[src/rtl/uart_rx_fifo_if.sv]
`default_nettype none
// ============================================================================
// Module   : uart_rx_fifo_if
// Brief    : Byte-stream bundle between a UART receiver, the RX FIFO and its
//            consumer (receive strobe side plus valid/ready head-of-FIFO side).
// Revision : 1.0 - initial release
// ============================================================================
interface uart_rx_fifo_if;
    logic [7:0] rx_data;
    logic       rx_valid;
    logic       rx_error;
    logic [7:0] m_data;
    logic       m_error;
    logic       m_valid;
    logic       m_ready;

    // Environment side: UART receiver feeding bytes and consumer accepting them
    modport master (
        output rx_data, rx_valid, rx_error, m_ready,
        input  m_data, m_error, m_valid
    );

    // FIFO side
    modport slave (
        input  rx_data, rx_valid, rx_error, m_ready,
        output m_data, m_error, m_valid
    );
endinterface
`default_nettype wire

[src/rtl/uart_rx_fifo.sv]
`default_nettype none
// ============================================================================
// Module   : uart_rx_fifo
// Brief    : First-word-fall-through receive FIFO with framing-error tagging,
//            sticky overflow and saturating error counter.
//            Macro UART_RX_FIFO_ERR_DROP_EN discards errored bytes instead.
// Revision : 1.0 - initial release
// ============================================================================
module uart_rx_fifo #(
    parameter int DEPTH_LOG2 = 4,
    parameter int AF_THRESH  = 12
) (
    input  wire logic            clk,
    input  wire logic            rst,
    uart_rx_fifo_if.slave        bus,
    input  wire logic            stats_clr,
    output logic [DEPTH_LOG2:0]  level,
    output logic                 almost_full,
    output logic                 overflow,
    output logic [7:0]           err_cnt
);

    localparam int                c_DEPTH    = 1 << DEPTH_LOG2;
    localparam logic [DEPTH_LOG2:0] c_FULL_LVL = (DEPTH_LOG2 + 1)'(c_DEPTH);
`ifdef UART_RX_FIFO_ERR_DROP_EN
    localparam int                c_W        = 8;
`else
    localparam int                c_W        = 9;
`endif

    logic [c_W-1:0]        r_mem [c_DEPTH];
    logic [DEPTH_LOG2-1:0] r_wr_ptr;
    logic [DEPTH_LOG2-1:0] r_rd_ptr;
    logic [DEPTH_LOG2:0]   r_level;
    logic                  r_overflow;
    logic [7:0]            r_err_cnt;

    logic                  w_full;
    logic                  w_empty;
    logic                  w_rd;
    logic                  w_wr_req;
    logic                  w_wr;
    logic                  w_ovf_evt;
    logic                  w_err_evt;
    logic [c_W-1:0]        w_wr_word;
    logic [c_W-1:0]        w_head;

    always_comb begin
        w_full    = (r_level == c_FULL_LVL);
        w_empty   = (r_level == '0);
        w_rd      = !w_empty && bus.m_ready;
`ifdef UART_RX_FIFO_ERR_DROP_EN
        w_wr_req  = bus.rx_valid && !bus.rx_error;
        w_wr_word = bus.rx_data;
`else
        w_wr_req  = bus.rx_valid;
        w_wr_word = {bus.rx_error, bus.rx_data};
`endif
        // A full FIFO still accepts a byte when the head leaves on the same edge
        w_wr      = w_wr_req && (!w_full || w_rd);
        w_ovf_evt = w_wr_req && w_full && !w_rd;
        w_err_evt = bus.rx_valid && bus.rx_error;
        w_head    = r_mem[r_rd_ptr];
    end

    always_ff @(posedge clk) begin
        if (!rst && w_wr) begin
            r_mem[r_wr_ptr] <= w_wr_word;
        end
    end

    always_ff @(posedge clk) begin
        if (rst) begin
            r_wr_ptr <= '0;
            r_rd_ptr <= '0;
            r_level  <= '0;
        end else begin
            if (w_wr) begin
                r_wr_ptr <= r_wr_ptr + DEPTH_LOG2'(1);
            end
            if (w_rd) begin
                r_rd_ptr <= r_rd_ptr + DEPTH_LOG2'(1);
            end
            case ({w_wr, w_rd})
                2'b10:   r_level <= r_level + (DEPTH_LOG2 + 1)'(1);
                2'b01:   r_level <= r_level - (DEPTH_LOG2 + 1)'(1);
                default: r_level <= r_level;
            endcase
        end
    end

    // Counting/setting events win over a same-edge clear
    always_ff @(posedge clk) begin
        if (rst) begin
            r_overflow <= 1'b0;
            r_err_cnt  <= 8'd0;
        end else begin
            if (w_ovf_evt) begin
                r_overflow <= 1'b1;
            end else if (stats_clr) begin
                r_overflow <= 1'b0;
            end

            if (w_err_evt) begin
                if (stats_clr) begin
                    r_err_cnt <= 8'd1;
                end else if (r_err_cnt != 8'hFF) begin
                    r_err_cnt <= r_err_cnt + 8'd1;
                end
            end else if (stats_clr) begin
                r_err_cnt <= 8'd0;
            end
        end
    end

    assign bus.m_valid = !w_empty;
    assign bus.m_data  = w_head[7:0];
`ifdef UART_RX_FIFO_ERR_DROP_EN
    assign bus.m_error = 1'b0;
`else
    assign bus.m_error = w_head[8];
`endif

    assign level       = r_level;
    assign almost_full = (int'(r_level) >= AF_THRESH);
    assign overflow    = r_overflow;
    assign err_cnt     = r_err_cnt;

endmodule
`default_nettype wire

[src/flat_wrapper.sv]
// flat-port wrapper written by rule: the top's interface ports become plain ports
module uart_rx_fifo_flat 
#(
    parameter int DEPTH_LOG2 = 4,
    parameter int AF_THRESH  = 12
)
  (clk, rst, stats_clr, level, almost_full, overflow, err_cnt, bus_rx_data, bus_rx_valid, bus_rx_error, bus_m_ready, bus_m_data, bus_m_error, bus_m_valid);
  uart_rx_fifo_if bus_i ();
  input  wire logic clk;
  input  wire logic rst;
  input  wire logic stats_clr;
  output logic [DEPTH_LOG2:0] level;
  output logic almost_full;
  output logic overflow;
  output logic [7:0] err_cnt;
  input wire logic [$bits(bus_i.rx_data)-1:0] bus_rx_data;
  input wire logic [$bits(bus_i.rx_valid)-1:0] bus_rx_valid;
  input wire logic [$bits(bus_i.rx_error)-1:0] bus_rx_error;
  input wire logic [$bits(bus_i.m_ready)-1:0] bus_m_ready;
  output wire logic [$bits(bus_i.m_data)-1:0] bus_m_data;
  output wire logic [$bits(bus_i.m_error)-1:0] bus_m_error;
  output wire logic [$bits(bus_i.m_valid)-1:0] bus_m_valid;
  assign bus_i.rx_data = bus_rx_data;
  assign bus_i.rx_valid = bus_rx_valid;
  assign bus_i.rx_error = bus_rx_error;
  assign bus_i.m_ready = bus_m_ready;
  assign bus_m_data = bus_i.m_data;
  assign bus_m_error = bus_i.m_error;
  assign bus_m_valid = bus_i.m_valid;
  uart_rx_fifo #(.DEPTH_LOG2(DEPTH_LOG2), .AF_THRESH(AF_THRESH)) u_core (.clk(clk), .rst(rst), .bus(bus_i), .stats_clr(stats_clr), .level(level), .almost_full(almost_full), .overflow(overflow), .err_cnt(err_cnt));
endmodule
[config.mk]
export PLATFORM = sky130hd
export DESIGN_NAME = uart_rx_fifo_flat
export DESIGN_NICKNAME = d
export VERILOG_FILES = /design/src/rtl/uart_rx_fifo_if.sv /design/src/rtl/uart_rx_fifo.sv /design/src/flat_wrapper.sv
export SDC_FILE = /design/constraint.sdc
export NUM_CORES = 1
export LEC_CHECK = 0
export ABC_CLOCK_PERIOD_IN_PS = 5300
export BUFFER_PORTS_ARGS = -buffer_cell sky130_fd_sc_hd__buf_2
export CORE_UTILIZATION = 43
export CTS_BUF_LIST = sky130_fd_sc_hd__clkbuf_16
export CTS_CLUSTER_SIZE = 40
export DETAILED_ROUTE_END_ITERATION = 8
export PLACE_DENSITY = 0.67
export RECOVER_POWER = 100
export SYNTH_ARGS = -nofsm -noshare
export SYNTH_HDL_FRONTEND = slang
export SYNTH_SLANG_ARGS = --single-unit
[constraint.sdc]
create_clock -name clk -period 5.3 [get_ports clk]
set_input_delay 1.325 -clock clk [delete_from_list [all_inputs] [get_ports clk]]
set_output_delay 1.325 -clock clk [all_outputs]
set_load 0.01 [all_outputs]
# Word level (Yosys, flattened, before mapping)
# Memory sizes are Yosys's and may differ from the RTL's. A register that Yosys moved wholly into a read port is not among the register bits.
# Cells that the tools add are included.
[op_classes]
n_lt_le_gt_ge = 1
mux = 11
n_eq_ne = 4
n_addsub = 5
reduce_logical = 17
[ops]
columns = ["cell", "count"]
rows = [
  ["$mux 8", 4],
  ["$pmux 5 s2", 1],
  ["$add 4x1->4 const B", 2],
  ["$add 8x1->8 const B", 1],
  ["$mux 4", 2],
  ["$ne 8x8->1 const B", 1],
  ["$reduce_bool 2->1", 4],
  ["$logic_and 1x1->1", 6],
  ["$add 5x1->5 const B", 1],
  ["$eq 5x5->1 const B", 1],
  ["$ge 5x4->1 const B", 1],
  ["$logic_not 5->1", 1],
  ["$sub 5x1->5 const B", 1],
  ["$logic_not 1->1", 4],
  ["$mux 1", 4],
  ["$eq 2x1->1 const B", 1],
  ["$eq 2x2->1 const B", 1],
  ["$reduce_and 2->1", 1],
  ["$logic_or 1x1->1", 1],
]
[totals]
word_cells = 44
register_bits = 22
mem_count = 1
ram_bits = 144
output_inout_bits = 25
input_bits = 14
[mem_list]
columns = ["name", "words", "width", "rd", "rd_ports_with_merged_regs", "wr", "line", "text"]
rows = [
  ["u_core.r_mem", 16, 9, 1, 1, 1, "uart_rx_fifo.sv:31", "logic [c_W-1:0] r_mem [c_DEPTH];"],
]

# Depth between registers and ports, before layout
# Gate-level depths: netlist of the first run.
[logic_depth]
depth_word = 8
depth_mapped = 12
mapped_depth_nobuf = 10

# Worst setup path before layout of the first run
# Ideal clock, no wire load.
[synth_timing]
kind = "in2reg"
start = "input port bus_m_ready"
end = "register u_core.r_level[4] (netlist: u_core.level[4])"
setup_slack_ns = 2.003
setup_ns = 0.120
n_path_buf = 1
stages = 10
required_ns = 5.180
arrival_ns = 3.178
path_cell_list = "nand2b_1 > o21ai_4 > ha_1 > buf_2 > xor2_1 > ha_1 > or4b_1 > nand4_1 > nor4b_1 > a211o_1"
[synth_between]
elab_chain_cells = 5
elab_cells_between_ends = 7
cone_classes = "eq/ne: 2; mux: 1; reduce/logical: 4"
[synth_lines]
columns = ["element", "line", "text"]
rows = [
  ["start: declaration", "flat_wrapper.sv:19", "input wire logic [$bits(bus_i.m_ready)-1:0] bus_m_ready;"],
  ["$logic_and 1x1->1 (*)", "uart_rx_fifo.sv:51", "w_rd = !w_empty && bus.m_ready;"],
  ["$logic_or 1x1->1", "uart_rx_fifo.sv:60", "w_wr = w_wr_req && (!w_full || w_rd);"],
  ["$logic_and 1x1->1", "uart_rx_fifo.sv:60", ""],
  ["$eq 2x1->1 or $eq 2x2->1 (tied branches)", "uart_rx_fifo.sv:84", "case ({w_wr, w_rd})"],
  ["$pmux 5 s2 or $reduce_bool 2->1 (tied branches)", "n/a", ""],
  ["end signal: assignment", "uart_rx_fifo.sv:85", "2'b10: r_level <= r_level + (DEPTH_LOG2 + 1)'(1);"],
  ["end signal: assignment", "uart_rx_fifo.sv:86", "2'b01: r_level <= r_level - (DEPTH_LOG2 + 1)'(1);"],
  ["end signal: assignment", "uart_rx_fifo.sv:87", "default: r_level <= r_level;"],
  ["end: declaration", "uart_rx_fifo.sv:34", "logic [DEPTH_LOG2:0] r_level;"],
]
# Mark *: on every way between the ends. The rest lies on a longest branch, timed or not.
# A chain may end at the register's enable or synchronous reset.

==> metrics list, run 1 <==
- Relative area change from synthesis to final layout: 12.9%
* Clock share of power: 0.367
- TritonCTS built the clock tree.
- Die Height: between 100 and 150 um
- The startpoint identified for the worst register-to-register timing path is u_core.level[1]$_SDFFE_PP0P_.
- Maximum level of the CTS H-tree: 4
- STA classifies the critical path startpoint as a flip-flop.
* P_sw: 858 uW
- Post-Syn Area: 6900 um^2
* Clock input transition at the sequential cells of the worst setup and hold paths: 0.06 ns
- The number of clock buffers added by TritonCTS is 17.
- Final hold violation count: 0
* Number of different library cells in the post-synthesis netlist: 51
- The final route contains approximately 3.7k vias.
- Traced cell by cell, the critical path runs through clkbuf_2 > mux4_2 > a22oi_1 > nand2_1 > clkbuf_1.
- IR drop worst, VDD: 0.000241 V
* Floorplan die area: 16600 um^2
* Largest incremental delay on the critical path: between 0.8 and 0.9 ns
- Number of vias per cell after detailed routing: 5.54
* Number of buffers on the longest clock path: 2
- Commonest non-fill, non-tap cells in the layout: 144 x sky130_fd_sc_hd__edfxtp_1, 36 x sky130_fd_sc_hd__mux4_2, 36 x sky130_fd_sc_hd__clkbuf_1, 32 x sky130_fd_sc_hd__nor2_1, 26 x sky130_fd_sc_hd__dfxtp_1
* Final antenna diode count: 0
* DRC marker count from the first detailed-route iteration: about 290
- Io pins: 39
* Number of antenna violations at the first check in global routing: 0
- Synthesis-stage register bit count: 170
- Summed over all cells, the static leakage comes to between 0.002 and 0.0025 uW.
- Of the cells placed in the final design, the portion with a size suffix greater than 1 is 0.170.
- Global-route wire length before repair: ~22000 um
* Count of pins over their slew limit: 0
- The slowest stage of the critical path is the sky130_fd_sc_hd__dfxtp_1 cell.
* Combined buffer and inverter count along the critical path: 2
* Reg2reg setup slack: 1.81 ns
- Core Rows: 45
- For hold timing, the worst endpoint is u_core.overflow$_SDFFE_PP0P_.
- Clock root buffer master: sky130_fd_sc_hd__clkbuf_16
- PnR Total Power: 3290 uW
* Maximum number of pins on one net before global-route repair: 37
* Hold Path Class: flip-flop to flip-flop
* Share of power burned in registers: 0.471
- FF+latch area: 4840 um^2
- For this block, the routed nets add up to 13900 um of wire.
- Dividing the final minimum period by the clock period gives 0.821.
- Element type at the critical path end: primary output
- Area inside the core boundary: 15400 um^2
- Setup violations remaining at the end of the flow were counted as 0.
- Clock latency on the worst-skew pair: 0.42 ns
* Signal arrival time at the worst endpoint: about 3 ns
- Number of antenna-violating nets in the routed design: 0
- Worst clock skew: 0.00736 ns
- Post-cts hold buffer count: 0
- In this run, post-CTS repair resized a total of 0 instances.
- Buffers added to address setup during post-CTS repair amount to 0.
- The critical path in this run is classified as flip-flop to primary output.
- For this run the aggregate overflow at the end of global routing stands at 0.
- After routing, the total negative slack on setup checks comes to 0 ns.
* Proportion of power drawn by combinational gates: 0.163
- Across the run, the number of max-cap violations was 0.
- Destination of the worst register-to-register timing path: u_core.level[4]$_SDFFE_PP0P_
- Cell depth of the worst min-delay path: 2
- Summing all multi-input logic gate instances after layout gives between 1500 and 2000 um^2.
- Among all flip-flop cells after synthesis, the most frequent one is sky130_fd_sc_hd__edfxtp_1.
* Async set-or-reset flop fraction in the synthesized netlist: 0
- Measured slew at the worst slew-check pin: 1.27 ns
- After legalization and detailed placement, the total HPWL measured 8420 um.
* Sequential-to-total area share from yosys stat: 0.702
- Worst slew slack as a fraction of its limit: 0.151
- The floorplan step set the die width to ~130 um.
- Yosys printed 0 warnings.
- Critical hold path startpoint: u_core.overflow$_SDFFE_PP0P_
* RSZ-0062 raised after global routing: false
- First-pass iteration count of the detailed router: 4
- The internal portion of the total power is 2440 uW.
- The number of nets in the synthesized netlist is around 430.
* Highest attainable clock frequency: 0.230 GHz
- A synthesized cell averages 17.2 um^2.
- Synthesis handed over a netlist of 401 instances.
* Most common cell after layout, fill and taps aside: sky130_fd_sc_hd__edfxtp_1
- Highest fanout seen on the critical path: 16
* Via count of the first global-routing pass: 3764
* Layout net count: approximately 470
- In this run the tool buffered the top-level ports with 38 buffer cells.
- Clock tree synthesis found a total of 170 sinks.
- Post-route DRC: 0
* RD Place Congestion: around 0.73
- Across every metal layer, demand over resource in global routing totals 0.185.
- Outcome: complete, no violations
- Effective utilization at floorplan: 0.447
- Depth of the most critical reg-to-reg path: 10
- Dividing total power by cell area gives a power density of 423 nW/um^2.
- Of the total power, the share spent switching nets is 0.260.
- EDFF count, synth: 144
- For the finished layout, the period the worst path requires is 4.35 ns.
- Fill cells in the final layout number around 1.3k.
- After detailed routing, the average wire length per cell comes to 21.0 um.
* Family of cells with the greatest summed delay on the critical path: flip-flops
- Required time at the worst-slack endpoint: slightly below 4 ns
==> worst reg2reg max path, stage by stage (launching register included) <==
cell                      delay, ns
sky130_fd_sc_hd__dfxtp_1       0.40
sky130_fd_sc_hd__or4_1         0.62
sky130_fd_sc_hd__o21ai_0       0.50
sky130_fd_sc_hd__inv_1         0.13
sky130_fd_sc_hd__ha_1          0.35
sky130_fd_sc_hd__xor2_1        0.20
sky130_fd_sc_hd__ha_1          0.24
sky130_fd_sc_hd__or4b_1        0.47
sky130_fd_sc_hd__nand4_1       0.11
sky130_fd_sc_hd__nor4b_1       0.07
sky130_fd_sc_hd__a211o_1       0.29
==> power groups by stage <==
stage / Combinational [uW] / Sequential (uW) / Clock (uW)
6_report: 536 / 1550 / 1210
5_1_grt: 592 / 1560 / 1280
4_1_cts: 580 / 1550 / 1230
3_5_place_dp: 576 / 1580 / 0
3_3_place_gp: 569 / 1580 / 0
2_1_floorplan: 452 / 1550 / 0
==> layout make-up <==
type | count | share of cell area
inverters | 6 | 0.00289
multi-input cells | 203 | 0.245
repair buffers | 45 | 0.0238
well taps | 211 | 0.0339
clock buffers | 17 | 0.0546
flip-flops and latches | 170 | 0.622
clock inverters | 13 | 0.0185
==> state kept, by name, summed over array words and instances, names as in the netlist, named ones only <==
name,flops
u_core.level,5
u_core.r_wr_ptr,4
u_core.overflow,1
u_core.r_mem,144
u_core.err_cnt,8
u_core.r_rd_ptr,4
==> synthesized netlist by cell type, types with 3 or more instances <==
cell	number	area, um^2
sky130_fd_sc_hd__nand3_1	3	15.0
sky130_fd_sc_hd__clkbuf_1	12	45.0
sky130_fd_sc_hd__nand2_1	20	75.1
sky130_fd_sc_hd__a21oi_1	5	25.0
sky130_fd_sc_hd__o211ai_1	8	60.1
sky130_fd_sc_hd__edfxtp_1	144	4320
sky130_fd_sc_hd__buf_2	5	25.0
sky130_fd_sc_hd__a22oi_1	18	135
sky130_fd_sc_hd__mux2i_1	4	40.0
sky130_fd_sc_hd__mux4_2	36	811
sky130_fd_sc_hd__ha_1	10	125
sky130_fd_sc_hd__inv_1	6	22.5
sky130_fd_sc_hd__nand2b_1	6	37.5
sky130_fd_sc_hd__nand4b_1	3	26.3
sky130_fd_sc_hd__dfxtp_1	26	521
sky130_fd_sc_hd__nor2_1	32	120
sky130_fd_sc_hd__nor3_1	5	25.0
sky130_fd_sc_hd__xor2_1	10	87.6
sky130_fd_sc_hd__nor2b_1	3	18.8
==> worst max path at each step <==
stage | cells past startpoint | end | startpoint
after CTS | 5 | bus_m_data[0] | flip-flop
after detailed placement | 10 | u_core.level[4]$_SDFFE_PP0P_ | bus_m_ready
final | 5 | bus_m_data[5] | flip-flop
after floorplan | 10 | u_core.level[4]$_SDFFE_PP0P_ | bus_m_ready
after global routing | 5 | bus_m_data[5] | flip-flop
after global placement | 10 | u_core.level[4]$_SDFFE_PP0P_ | bus_m_ready
==> per-layer routing <==
metal | track usage | wire length, um
met5 | 0 | 0
met2 | 0.306 | 6920
met1 | 0.242 | 6180
met4 | 0.0630 | 218
met3 | 0.0399 | 616
==> cells by family (layout without fill, tap and decap cells) <==
logic type,after synthesis,in the layout,share of synthesized area
flip-flops,170,170,0.702
AND/OR/NAND/NOR,93,93,0.0696
AO/OA/AOI/OAI,48,48,0.0537
multiplexers,40,40,0.123
buffers and inverters,28,81,0.0183
XOR/XNOR,12,12,0.0152
adder cells (fa/ha/maj),10,10,0.0181
==> metrics by stage <==
stage | setup WS (ns) | hold WS, ns | util | area, um^2 | instances
global route | 0.655 | 0.491 | 0.505 | 7790 | 665
finish | 0.947 | 0.478 | 0.505 | 7790 | 665
CTS | 1.40 | 0.479 | 0.511 | 7880 | 665
global placement | 1.68 | 0.461 | 0.474 | 7310 | 635
detailed placement | 1.59 | 0.462 | 0.474 | 7310 | 635
floorplan | 2.00 | 0.485 | - | 6900 | 401
Note: power is estimated with default switching activity, not from simulation.
==> run 2, diff against run 1 <==
--- a/config.mk
+++ b/config.mk
@@ -5,13 +5,13 @@
 export SDC_FILE = /design/constraint.sdc
 export NUM_CORES = 1
 export LEC_CHECK = 0
-export ABC_CLOCK_PERIOD_IN_PS = 5300
+export ABC_CLOCK_PERIOD_IN_PS = 3600
 export BUFFER_PORTS_ARGS = -buffer_cell sky130_fd_sc_hd__buf_2
 export CORE_UTILIZATION = 43
 export CTS_BUF_LIST = sky130_fd_sc_hd__clkbuf_16
 export CTS_CLUSTER_SIZE = 40
 export DETAILED_ROUTE_END_ITERATION = 8
-export PLACE_DENSITY = 0.67
+export PLACE_DENSITY = 0.69
 export RECOVER_POWER = 100
 export SYNTH_ARGS = -nofsm -noshare
 export SYNTH_HDL_FRONTEND = slang
==> constraint.sdc (replaced) <==
create_clock -name clk -period 3.6 [get_ports clk]
set_input_delay 0.9 -clock clk [delete_from_list [all_inputs] [get_ports clk]]
set_output_delay 0.9 -clock clk [all_outputs]
set_load 0.01 [all_outputs]
==> run 2 against run 1 <==
Final cell count rose by 2.4%. Critical endpoint is now u_core.level[4]$_SDFFE_PP0P_. Sequential share of layout area is 0.29 points lower. Clock-buffer cell count is the same. Sequential power grew 47%. Worst setup slack got worse by 0.57 ns. Clock power up 34%. Utilization rose by 0.25 points.
==> metrics list, run 2 (synthesized netlist as in run 1, its figures left out) <==
* Outcome: complete, no violations (unchanged)
* Final hold violation count: 0 (unchanged)
- The total clock buffers created by CTS is 17 (unchanged).
* Buffers inserted during post-CTS setup optimization: 0 (unchanged)
- Post-route cell area: 7830 um^2 (was 7790 um^2)
- Lkg Pwr: 0.00251 uW (was 0.00249 uW)
- First-pass iteration count of the detailed router: 4 (unchanged)
* Highest attainable clock frequency: slightly above 0.3 GHz
- The number of sinks driven by the clock tree is 170 (unchanged).
* Finished Layout Cells: 681 (was 665)
- Post-CTS resize count: 0 (unchanged)
* Number of vias per cell after detailed routing: 5.50 (was 5.54)
* Element type at the critical path end: flip-flop (was primary output)
- The antenna cell count was 0 (unchanged).
* Number of antenna-violating nets in the routed design: 0 (unchanged)
- Post-route setup TNS: 0 ns (unchanged)
- The final design utilization was 0.508 (was 0.505).
- The number of global-route vias before repair was 3806 (was 3764).
- Number of maximum-capacitance constraint violations: 0 (unchanged)
- Vias after detailed routing: 3743 (was 3685)
- The biggest fanout along the worst timing path was 12 (was 16).
- The register with the most flip-flops was u_core.r_mem (unchanged).
- The routability congestion estimate from global placement came to 0.800 (was 0.729).
- The deepest level of the CTS H-tree is 4 (unchanged).
- Reg2reg setup slack: 0.38 ns (was 1.81 ns)
* HPWL reported at the end of detailed placement: 8430 um (was 8420 um)
- The final max-slew violation count came to 0 (unchanged).
- The root buffer cell was sky130_fd_sc_hd__clkbuf_16 (unchanged).
- Core Rows: 45 (unchanged)
- Hold Path Class: flip-flop to flip-flop (unchanged)
- The total grt overflow came to 0 (unchanged).
* Worst slew slack as a fraction of its limit: 0.490 (was 0.151)
- The routed design could run at a clock period as short as between 3 and 4 ns.
* Layout net count: 482 (was 467)
- The TritonCTS clock tree is done (unchanged).
- Global-route wire length before repair: 21200 um (was 21700 um)
- Depth of the most critical reg-to-reg path: 10 (unchanged)
- Measured slew at the worst slew-check pin: 0.765 ns (was 1.27 ns)
- The clock network latency to the later pin of the worst-skew pair came to 0.43 ns (was 0.42 ns).
- Die Height: 129 um (unchanged)
* Worst hold margin: 0.473 ns (was 0.478 ns)
* Fraction of final layout cells with drive strength greater than 1: 0.174 (was 0.170)
* Cell Area, Placed: 7430 um^2 (was 7310 um^2)
* Detailed Route WL: 13600 um (was 13900 um)
* Total power per unit cell area: 601 nW/um^2 (was 423 nW/um^2)
- Number of buffers on the longest clock path: 2 (unchanged)
* Post-cts hold buffer count: 0 (unchanged)
* Crit Reg-Reg Startpoint: u_core.level[2]$_SDFFE_PP0P_ (was u_core.level[1]$_SDFFE_PP0P_)
* Most common cell after layout, fill and taps aside: sky130_fd_sc_hd__edfxtp_1 (unchanged)
- The post-placement cell count came to 650 (was 635).
* Relative area change from synthesis to final layout: 13.4% (was 12.9%)
* Wirelength per Cell: 19.9 um (was 21.0 um)
- RSZ-0062 raised after global routing: false (unchanged).
* Signal arrival time at the worst endpoint: 3.54 ns (was 3.03 ns)
- Number of antenna violations at the first check in global routing: 0 (unchanged)
- Worst setup path startpoint: u_core.level[2]$_SDFFE_PP0P_
- The pin count of the biggest net entering global routing came to 37 (unchanged).
* IR drop worst, VDD: 0.000436 V (was 0.000241 V)
* Number of input and output port buffers inserted: 38 (unchanged)
- The maximum clock skew at final layout came to 0.00767 ns (was 0.00736 ns).
* Effective utilization at floorplan: 0.447 (unchanged)
- The required time reported for the critical path endpoint came to 3.92 ns (was 3.97 ns).
* Chip width: 129 um (unchanged)
- DRC marker count from the first detailed-route iteration: 255 (was 292)
- The core area came to 15400 um^2 (unchanged).
- The die area came to 16600 um^2 (unchanged).
* Fill cell total of the finished layout: 1323 (was 1306)
* Io pins: 39 (unchanged)
- The residual DRC count is 0 (unchanged).
- The critical path launch point type is a flip-flop (unchanged).
- Dividing the final minimum period by the clock period gives 0.895.
- The endpoint of the worst setup timing path is u_core.level[4]$_SDFFE_PP0P_ (was bus_m_data[5]).
- Commonest non-fill, non-tap cells in the layout: 144 x sky130_fd_sc_hd__edfxtp_1, 49 x sky130_fd_sc_hd__clkbuf_1, 36 x sky130_fd_sc_hd__mux4_2, 32 x sky130_fd_sc_hd__nor2_1, 25 x sky130_fd_sc_hd__dfxtp_1 (was 144 x sky130_fd_sc_hd__edfxtp_1, 36 x sky130_fd_sc_hd__mux4_2, 36 x sky130_fd_sc_hd__clkbuf_1, 32 x sky130_fd_sc_hd__nor2_1, 26 x sky130_fd_sc_hd__dfxtp_1).
* Clock input transition at the sequential cells of the worst setup and hold paths: 0.06 ns (about the same)
- Destination of the worst register-to-register timing path: u_core.level[4]$_SDFFE_PP0P_ (unchanged)
- Count of endpoints failing setup in the final report: 0 (unchanged)
- The overall global routing resource usage was 0.180 (was 0.185).
- The number of flip-flops in the largest register was 144 (unchanged).
- The type of the worst setup path was flip-flop to flip-flop (was flip-flop to primary output).
-- run 2: cell count changes in the layout (fill, tap and decap cells not counted), moves of 2 or more --
cell / change
sky130_fd_sc_hd__clkbuf_1: +13
sky130_fd_sc_hd__clkinv_2: +4
sky130_fd_sc_hd__bufinv_16: -2
sky130_fd_sc_hd__clkinv_4: +2
sky130_fd_sc_hd__buf_4: +3
sky130_fd_sc_hd__clkinv_1: -2
-- run 2: layout make-up --
cell class              instances  area [um^2]  area share
flip-flops and latches        170         4850       0.619
multi-input cells             203         1910       0.243
clock buffers                  17          425      0.0543
repair buffers                 60          267      0.0340
well taps                     211          264      0.0337
clock inverters                14          100      0.0128
inverters                       6         22.5     0.00288
-- run 2: worst max-delay path, stage by stage (launching register included) --
cell	delay, ns
sky130_fd_sc_hd__dfxtp_1	0.41
sky130_fd_sc_hd__or4_1	0.60
sky130_fd_sc_hd__o21ai_0	0.44
sky130_fd_sc_hd__inv_1	0.13
sky130_fd_sc_hd__ha_1	0.23
sky130_fd_sc_hd__xor2_1	0.15
sky130_fd_sc_hd__ha_1	0.23
sky130_fd_sc_hd__or4b_1	0.48
sky130_fd_sc_hd__nand4_1	0.11
sky130_fd_sc_hd__nor4b_1	0.06
sky130_fd_sc_hd__a211o_1	0.28
-- run 2: per-layer routing --
metal | part of all wire | GRT usage | up-vias
li1 | - | - | 1710
met1 | 0.43 | 0.229 | 1890
met2 | 0.49 | 0.293 | 118
met3 | 0.054 | 0.0416 | 25
met4 | 0.024 | 0.0830 | 0
met5 | 0 | 0 | -
-- run 2: worst min path at each step --
stage,start,to,cells after the start
after detailed placement,u_core.overflow$_SDFFE_PP0P_,u_core.overflow$_SDFFE_PP0P_,2
after global placement,u_core.overflow$_SDFFE_PP0P_,u_core.overflow$_SDFFE_PP0P_,2
after CTS,u_core.overflow$_SDFFE_PP0P_,u_core.overflow$_SDFFE_PP0P_,2
final,u_core.overflow$_SDFFE_PP0P_,u_core.overflow$_SDFFE_PP0P_,2
after floorplan,u_core.r_rd_ptr[3]$_SDFFE_PP0P_,flip-flop,2
after global routing,u_core.overflow$_SDFFE_PP0P_,u_core.overflow$_SDFFE_PP0P_,2
-- run 2: where the power goes --
part           leakage [uW]  total [uW]  switching, uW  internal (uW)
sequential          0.00151        2280           81.0           2200
combinational      0.000737         808            430            378
clock              0.000266        1620            744            880
total               0.00251        4710           1250           3450
-- run 2: stage by stage --
step | power (uW) | setup WS [ns]
2_1_floorplan | 2950 | 0.655
3_3_place_gp | 3170 | 0.637
3_5_place_dp | 3190 | 0.581
4_1_cts | 4810 | 0.280
5_1_grt | 4920 | 0.171
6_report | 4710 | 0.379
